===== src/rtl/rca_writeback_sequencer.sv =====
// rca_writeback_sequencer
// Takes one RCA result bundle and drains it onto the single register-file
// writeback port, one destination register per cycle, lowest port first.
// Destination rds are snapshotted at accept time so config writes that land
// while a bundle is draining cannot redirect its remaining writes.
module rca_writeback_sequencer #(
    parameter int NUM_RCAS        = 4,
    parameter int NUM_WRITE_PORTS = 5,
    parameter int XLEN            = 32,
    parameter int ID_W            = 3,
    localparam int RCA_W = (NUM_RCAS > 1) ? $clog2(NUM_RCAS) : 1
) (
    input  logic                              clk,
    input  logic                              rst_n,
    input  logic                              res_valid,
    output logic                              res_ready,
    input  logic [RCA_W-1:0]                  res_rca_id,
    input  logic [ID_W-1:0]                   res_id,
    input  logic [NUM_WRITE_PORTS-1:0]        res_mask,
    input  logic [NUM_WRITE_PORTS*XLEN-1:0]   res_data,
    input  logic [NUM_RCAS*NUM_WRITE_PORTS*5-1:0] dst_map,
    input  logic [NUM_RCAS*NUM_WRITE_PORTS-1:0]   dst_en,
    output logic                              wb_valid,
    input  logic                              wb_ready,
    output logic [4:0]                        wb_rd,
    output logic [XLEN-1:0]                   wb_data,
    output logic [ID_W-1:0]                   wb_id,
    output logic                              wb_last,
    output logic                              done,
    output logic                              busy
);

    localparam int NWP = NUM_WRITE_PORTS;

    localparam logic [0:0] IDLE  = 1'b0;
    localparam logic [0:0] WRITE = 1'b1;

    // Isolate the lowest set bit of a pending vector.
    function automatic logic [NWP-1:0] lowest_onehot(input logic [NWP-1:0] v);
        return v & ~(v - NWP'(1));
    endfunction

    // True when exactly one bit of a pending vector is set.
    function automatic logic single_bit(input logic [NWP-1:0] v);
        return (v != '0) && ((v & (v - NWP'(1))) == '0);
    endfunction

    logic [0:0]       state_r, state_nxt_s;
    logic [NWP-1:0]   pend_r, pend_nxt_s, new_pend_s, sel_s;
    logic [XLEN-1:0]  data_r     [NWP];
    logic [XLEN-1:0]  data_nxt_s [NWP];
    logic [4:0]       rd_r       [NWP];
    logic [4:0]       rd_nxt_s   [NWP];
    logic [4:0]       rd_row_s   [NWP];
    logic [NWP-1:0]   en_row_s;
    logic [ID_W-1:0]  id_r, id_nxt_s;
    logic             accept_s, fire_s, done_nxt_s;
    logic             wb_valid_r, wb_last_r, done_r;
    logic [4:0]       wb_rd_r, wb_rd_nxt_s;
    logic [XLEN-1:0]  wb_data_r, wb_data_nxt_s;
    logic [ID_W-1:0]  wb_id_r;

    assign res_ready = (state_r == IDLE);
    assign busy      = (state_r != IDLE);
    assign wb_valid  = wb_valid_r;
    assign wb_rd     = wb_rd_r;
    assign wb_data   = wb_data_r;
    assign wb_id     = wb_id_r;
    assign wb_last   = wb_last_r;
    assign done      = done_r;

    // Pick the config row of the producing RCA; an id with no row yields all-zero.
    always_comb begin
        en_row_s = '0;
        for (int p = 0; p < NWP; p++) begin
            rd_row_s[p] = 5'd0;
        end
        for (int r = 0; r < NUM_RCAS; r++) begin
            en_row_s = en_row_s |
                ((res_rca_id == RCA_W'(r)) ? dst_en[r*NWP +: NWP] : '0);
            for (int p = 0; p < NWP; p++) begin
                rd_row_s[p] = rd_row_s[p] |
                    ((res_rca_id == RCA_W'(r)) ? dst_map[(r*NWP+p)*5 +: 5] : 5'd0);
            end
        end
    end

    // Next-state, snapshot loading and next-cycle writeback output selection.
    always_comb begin
        accept_s    = res_valid && (state_r == IDLE);
        fire_s      = wb_valid_r && wb_ready;
        state_nxt_s = state_r;
        pend_nxt_s  = pend_r;
        done_nxt_s  = 1'b0;
        id_nxt_s    = accept_s ? res_id : id_r;
        for (int p = 0; p < NWP; p++) begin
            new_pend_s[p] = res_mask[p] && en_row_s[p] && (rd_row_s[p] != 5'd0);
            if (accept_s) begin
                data_nxt_s[p] = res_data[p*XLEN +: XLEN];
                rd_nxt_s[p]   = rd_row_s[p];
            end else begin
                data_nxt_s[p] = data_r[p];
                rd_nxt_s[p]   = rd_r[p];
            end
        end

        case (state_r)
            IDLE: begin
                if (accept_s) begin
                    pend_nxt_s  = new_pend_s;
                    state_nxt_s = (new_pend_s != '0) ? WRITE : IDLE;
                    done_nxt_s  = (new_pend_s == '0);
                end else begin
                    pend_nxt_s  = '0;
                end
            end
            WRITE: begin
                if (fire_s) begin
                    pend_nxt_s = pend_r & (pend_r - NWP'(1));
                    if (pend_nxt_s == '0) begin
                        state_nxt_s = IDLE;
                        done_nxt_s  = 1'b1;
                    end else begin
                        state_nxt_s = WRITE;
                    end
                end else begin
                    pend_nxt_s = pend_r;
                end
            end
            default: begin
                state_nxt_s = IDLE;
                pend_nxt_s  = '0;
            end
        endcase

        sel_s         = lowest_onehot(pend_nxt_s);
        wb_rd_nxt_s   = 5'd0;
        wb_data_nxt_s = '0;
        for (int p = 0; p < NWP; p++) begin
            wb_rd_nxt_s   = wb_rd_nxt_s   | (sel_s[p] ? rd_nxt_s[p]   : 5'd0);
            wb_data_nxt_s = wb_data_nxt_s | (sel_s[p] ? data_nxt_s[p] : '0);
        end
    end

    // State, snapshot and registered writeback outputs.
    always_ff @(posedge clk or negedge rst_n) begin
        if (!rst_n) begin
            state_r    <= IDLE;
            pend_r     <= '0;
            id_r       <= '0;
            wb_valid_r <= 1'b0;
            wb_rd_r    <= 5'd0;
            wb_data_r  <= '0;
            wb_id_r    <= '0;
            wb_last_r  <= 1'b0;
            done_r     <= 1'b0;
            for (int p = 0; p < NWP; p++) begin
                data_r[p] <= '0;
                rd_r[p]   <= 5'd0;
            end
        end else begin
            state_r    <= state_nxt_s;
            pend_r     <= pend_nxt_s;
            id_r       <= id_nxt_s;
            wb_valid_r <= (pend_nxt_s != '0);
            wb_rd_r    <= wb_rd_nxt_s;
            wb_data_r  <= wb_data_nxt_s;
            wb_id_r    <= (pend_nxt_s != '0) ? id_nxt_s : '0;
            wb_last_r  <= single_bit(pend_nxt_s);
            done_r     <= done_nxt_s;
            for (int p = 0; p < NWP; p++) begin
                data_r[p] <= data_nxt_s[p];
                rd_r[p]   <= rd_nxt_s[p];
            end
        end
    end

endmodule


===== config.mk =====
export PLATFORM = sky130hd
export DESIGN_NAME = rca_writeback_sequencer
export DESIGN_NICKNAME = d
export VERILOG_FILES = /design/src/rtl/rca_writeback_sequencer.sv
export SDC_FILE = /design/constraint.sdc
export NUM_CORES = 1
export LEC_CHECK = 0
export ABC_AREA = 1
export BUFFER_PORTS_ARGS = -buffer_cell sky130_fd_sc_hd__buf_2
export CAP_MARGIN = 20
export CORE_MARGIN = 5
export CORE_UTILIZATION = 51
export CTS_BUF_LIST = sky130_fd_sc_hd__clkbuf_8
export DETAILED_ROUTE_END_ITERATION = 10
export GPL_TIMING_DRIVEN = 1
export PLACE_DENSITY_LB_ADDON = 0.15
export SYNTH_ARGS = -nofsm -noshare
export SYNTH_HDL_FRONTEND = slang
export SYNTH_SLANG_ARGS = --single-unit

===== constraint.sdc =====
create_clock -name clk -period 2.7 [get_ports clk]
set_input_delay 0 -clock clk [delete_from_list [all_inputs] [get_ports clk]]
set_output_delay 0 -clock clk [all_outputs]
set_load 0.005 [all_outputs]

==> impl_metrics.tcl <==
set metrics [dict create \
    hpwl_mm 24.15 \
    clk_pin_slew_ns 0.07 \
    crit_buf_inv 4 \
    cpPeakStageDelay_ns 0.54 \
    route.detailed.drc 0 \
    yosysWarnings 0 \
    cts.sinks 237 \
    rsz0062_at_grt "yes" \
    cts_buffers 39 \
    grt_start_max_net_pins 203 \
    wire_per_inst_um 18.06 \
    relSlewSlack 0.4080 \
    die_x_um 158.8 \
    die_area_sq_um 25230 \
    routed_via_density 5.307 \
    synth.avg_cell_area_sq_um 7.770 \
    fillerInstances 1599 \
    drive_above_1_share 0.2355 \
    worstPathRequired_ns 3.09 \
    synth_top_area_share 0.5250 \
    cp_common_cell "nand2_1" \
    root_buffer "clkbuf_8" \
    outcome "finished, final reports clean" \
    grt_pass1_wl_mm 64.70 \
    netlist_area_sq_um 11300 \
    p_leak_nw 9.386 \
    setup_slack_ns 0.08247 \
    place_area_sq_um 13050 \
    drt-total-wl_mm 41.59 \
    vias 12220 \
    holdPathStages 5 \
    arrival_ns 3.01 \
    yosys_register_bits 237 \
    skew_ns 0.01593 \
    path_cells "buf_2 > inv_2 > nor2_4 > nand2_1 > nand2_1 > dlygate4sd3_1 > nor2_1 > nand2_1 > inv_2 > nand2_1 > nand3_2 > nand2_4 > nor2_4 > nand2_4 > nor2_1 > nor2_1 > nand3_1" \
    gp_congestion 0.9214 \
    r2r-end "wb_rd[2]" \
    synth_cell_types 31 \
    rows 54 \
    start_util 0.5177 \
    min_period_over_period 0.9695 \
    stdcell_area_sq_um 16070 \
    area.growth.synth_to_final_pct 42.25 \
    powerDensity_nw_per_um2 453.9 \
    synthArstFlopShare 1.000 \
    reg2reg_depth 8 \
    worstSetupStartpointType "primary input" \
    ant_nets 0 \
    pre_cts_ws_ns 0.09377 \
    cap_violations 0 \
    setup_viol_count_final 0 \
    htreeDepth 2 \
    hold_path.class "in -> reg" \
    antenna_found_initial 6 \
    final_util 0.7364 \
    io_pins 339 \
    clock_path_buffers 3 \
    syn-num-nets 1748 \
    period_needed_ns 2.618 \
    grt_usage 0.3096 \
    finalMaxSlewViolations 0 \
    finalNetCount 2284 \
    grt_pass1_vias 12490 \
    endpoint_kind "flip-flop" \
    cts_tree "done" \
    yosysSeqAreaShare 0.5250 \
    holdPathEnd "rd_r[7]" \
    synth-main-ff-cell "dfrtp_1" \
    clock_latency_ns 0.52 \
    synth.area.top_cells "dfrtp_1 52%, nand2_1 22%, nand3_1 5.8%" \
    fmax_mhz 382.0 \
    synthTopCellsByCount "674 x nand2_1, 237 x dfrtp_1, 130 x nand3_1, 100 x nor2_1, 57 x o21ai_0" \
    portBuffers 338 \
    hp-start "dst_map[17]" \
    cp.depth 17 \
    grt_overflow 0 \
    synth_top_area_cell "dfrtp_1" \
    syn_inst 1454 \
    die_h_um 158.8 \
    crit_fanout 37 \
    cp_top_family "simple AND/OR/NAND/NOR gates" \
    r2r_setup_slack_ns 0.27 \
    dr.pass1.iters 5 \
    synth_edf_count 0 \
    hold_viol 0 \
    vdd_ir_drop_max_mv 0.3237 \
    r2r_start "busy" \
    coreArea_sq_um 21820 \
    tightest_slew_ns 0.8879 \
    cp_slowest_cell "dlygate4sd3_1" \
    drt_iter0_drc 1118 \
    worstSetupPathType "in -> reg" \
    power_w 0.007295 \
    yosysMostFrequentCell "nand2_1" \
]
## stage by stage
stage                     hold WS, ns  cells  TNS, ns
final                         0.04245   2303        0
after global routing          0.07366   2303  -0.1191
after CTS                    0.003137   2289        0
after detailed placement      0.05472   2004        0
after global placement        0.05587   2004        0
after floorplan               -0.2956   1454        0
## power breakdown
| part | total [W] | switching [W] | internal (W) | leakage (nW) |
|---|---|---|---|---|
| clock | 0.00298 | 0.00141 | 0.00156 | 0.448 |
| combinational | 0.000767 | 0.000335 | 0.000432 | 5.63 |
| sequential | 0.00355 | 0 | 0.00355 | 3.31 |
## sequential cells by signal, indices dropped and copies added (netlist names)
signal and flops:
busy 1, data_r 160, done 1, id_r 3, pend_r 5, rd_r 25, wb_data 32, wb_id 3
wb_last 1, wb_rd 5, wb_valid 1
## worst register-to-register path, stage by stage, from the launching register on
cell,delay [ns]
dfrtp_1,0.50
inv_1,0.16
nand2_4,0.13
buf_12,0.54
o21ai_0,0.48
nand2_1,0.14
nand2_1,0.11
nor2_1,0.16
nand3_1,0.09
## logic make-up after synthesis
kind of cell,count (synthesis),synth area share
AO/OA/AOI/OAI,73,0.03577
buffers and inverters,142,0.06357
flip-flops,237,0.5250
AND/OR/NAND/NOR,1002,0.3757
## layout by cell type (no fill, tap or decap)
cell type / Yosys / final
nor2_2: 3 / 5
a22oi_1: 1 / 1
o21ai_0: 57 / 57
clkbuf_8: 0 / 47
dfrtp_1: 237 / 237
and2_1: 1 / 1
o21a_1: 2 / 2
o211ai_1: 4 / 4
nand4_1: 42 / 42
buf_2: 16 / 337
a211oi_1: 1 / 1
nand2_1: 674 / 672
a21oi_1: 2 / 2
diode_2: 0 / 6
dlygate4sd3_1: 0 / 217
nor2_1: 100 / 100
nand2_2: 2 / 3
buf_12: 0 / 8
buf_4: 7 / 14
or2_2: 35 / 35
inv_1: 49 / 69
a22o_1: 4 / 4
inv_6: 0 / 1
buf_8: 1 / 1
nor2_4: 5 / 7
nand3b_1: 1 / 1
a31oi_1: 1 / 1
nand2_4: 4 / 5
a21boi_1: 1 / 1
inv_2: 7 / 6
clkinv_2: 0 / 1
nand3_2: 4 / 4
nor2_8: 1 / 1
nand3_1: 130 / 130
## layout make-up
| class | instances | area (sq um) | share of cell area |
|---|---|---|---|
| Sequential cell | 237 | 5931 | 0.3690 |
| Multi-Input combinational cell | 1079 | 4693 | 0.2920 |
| Timing Repair Buffer | 577 | 4139 | 0.2576 |
| Clock buffer | 47 | 646.9 | 0.04025 |
| Tap cell | 280 | 350.3 | 0.02180 |
| Inverter | 56 | 215.2 | 0.01339 |
| Clock inverter | 21 | 80.08 | 0.004983 |
| Antenna cell | 6 | 15.01 | 0.0009343 |
## routing by layer
metal	part of all wire	vias to the layer above	global-route usage	wire length (um)
li1	-	5675	-	-
met3	0.084	121	0.06402	3477
met5	0	-	0	0
met1	0.41	5754	0.4083	16860
met2	0.48	671	0.5036	19810
met4	0.035	0	0.1224	1454
## repair_timing
item,in CTS,in global routing
endpoints found under the setup margin,0,42
hold buffers,217,0
buffers inserted,0,4
gates resized for setup,0,1
hold endpoints to repair,308,0
## worst max path at each step
stage | startpoint | to
final | res_rca_id[1] | wb_data[12]
after global routing | res_rca_id[0] | wb_data[17]
after CTS | dst_map[66] | wb_last
after detailed placement | res_rca_id[1] | wb_last
after global placement | res_rca_id[1] | wb_last
after floorplan | busy | wb_rd[3]
No activity file was read; power rests on OpenSTA's default activity.
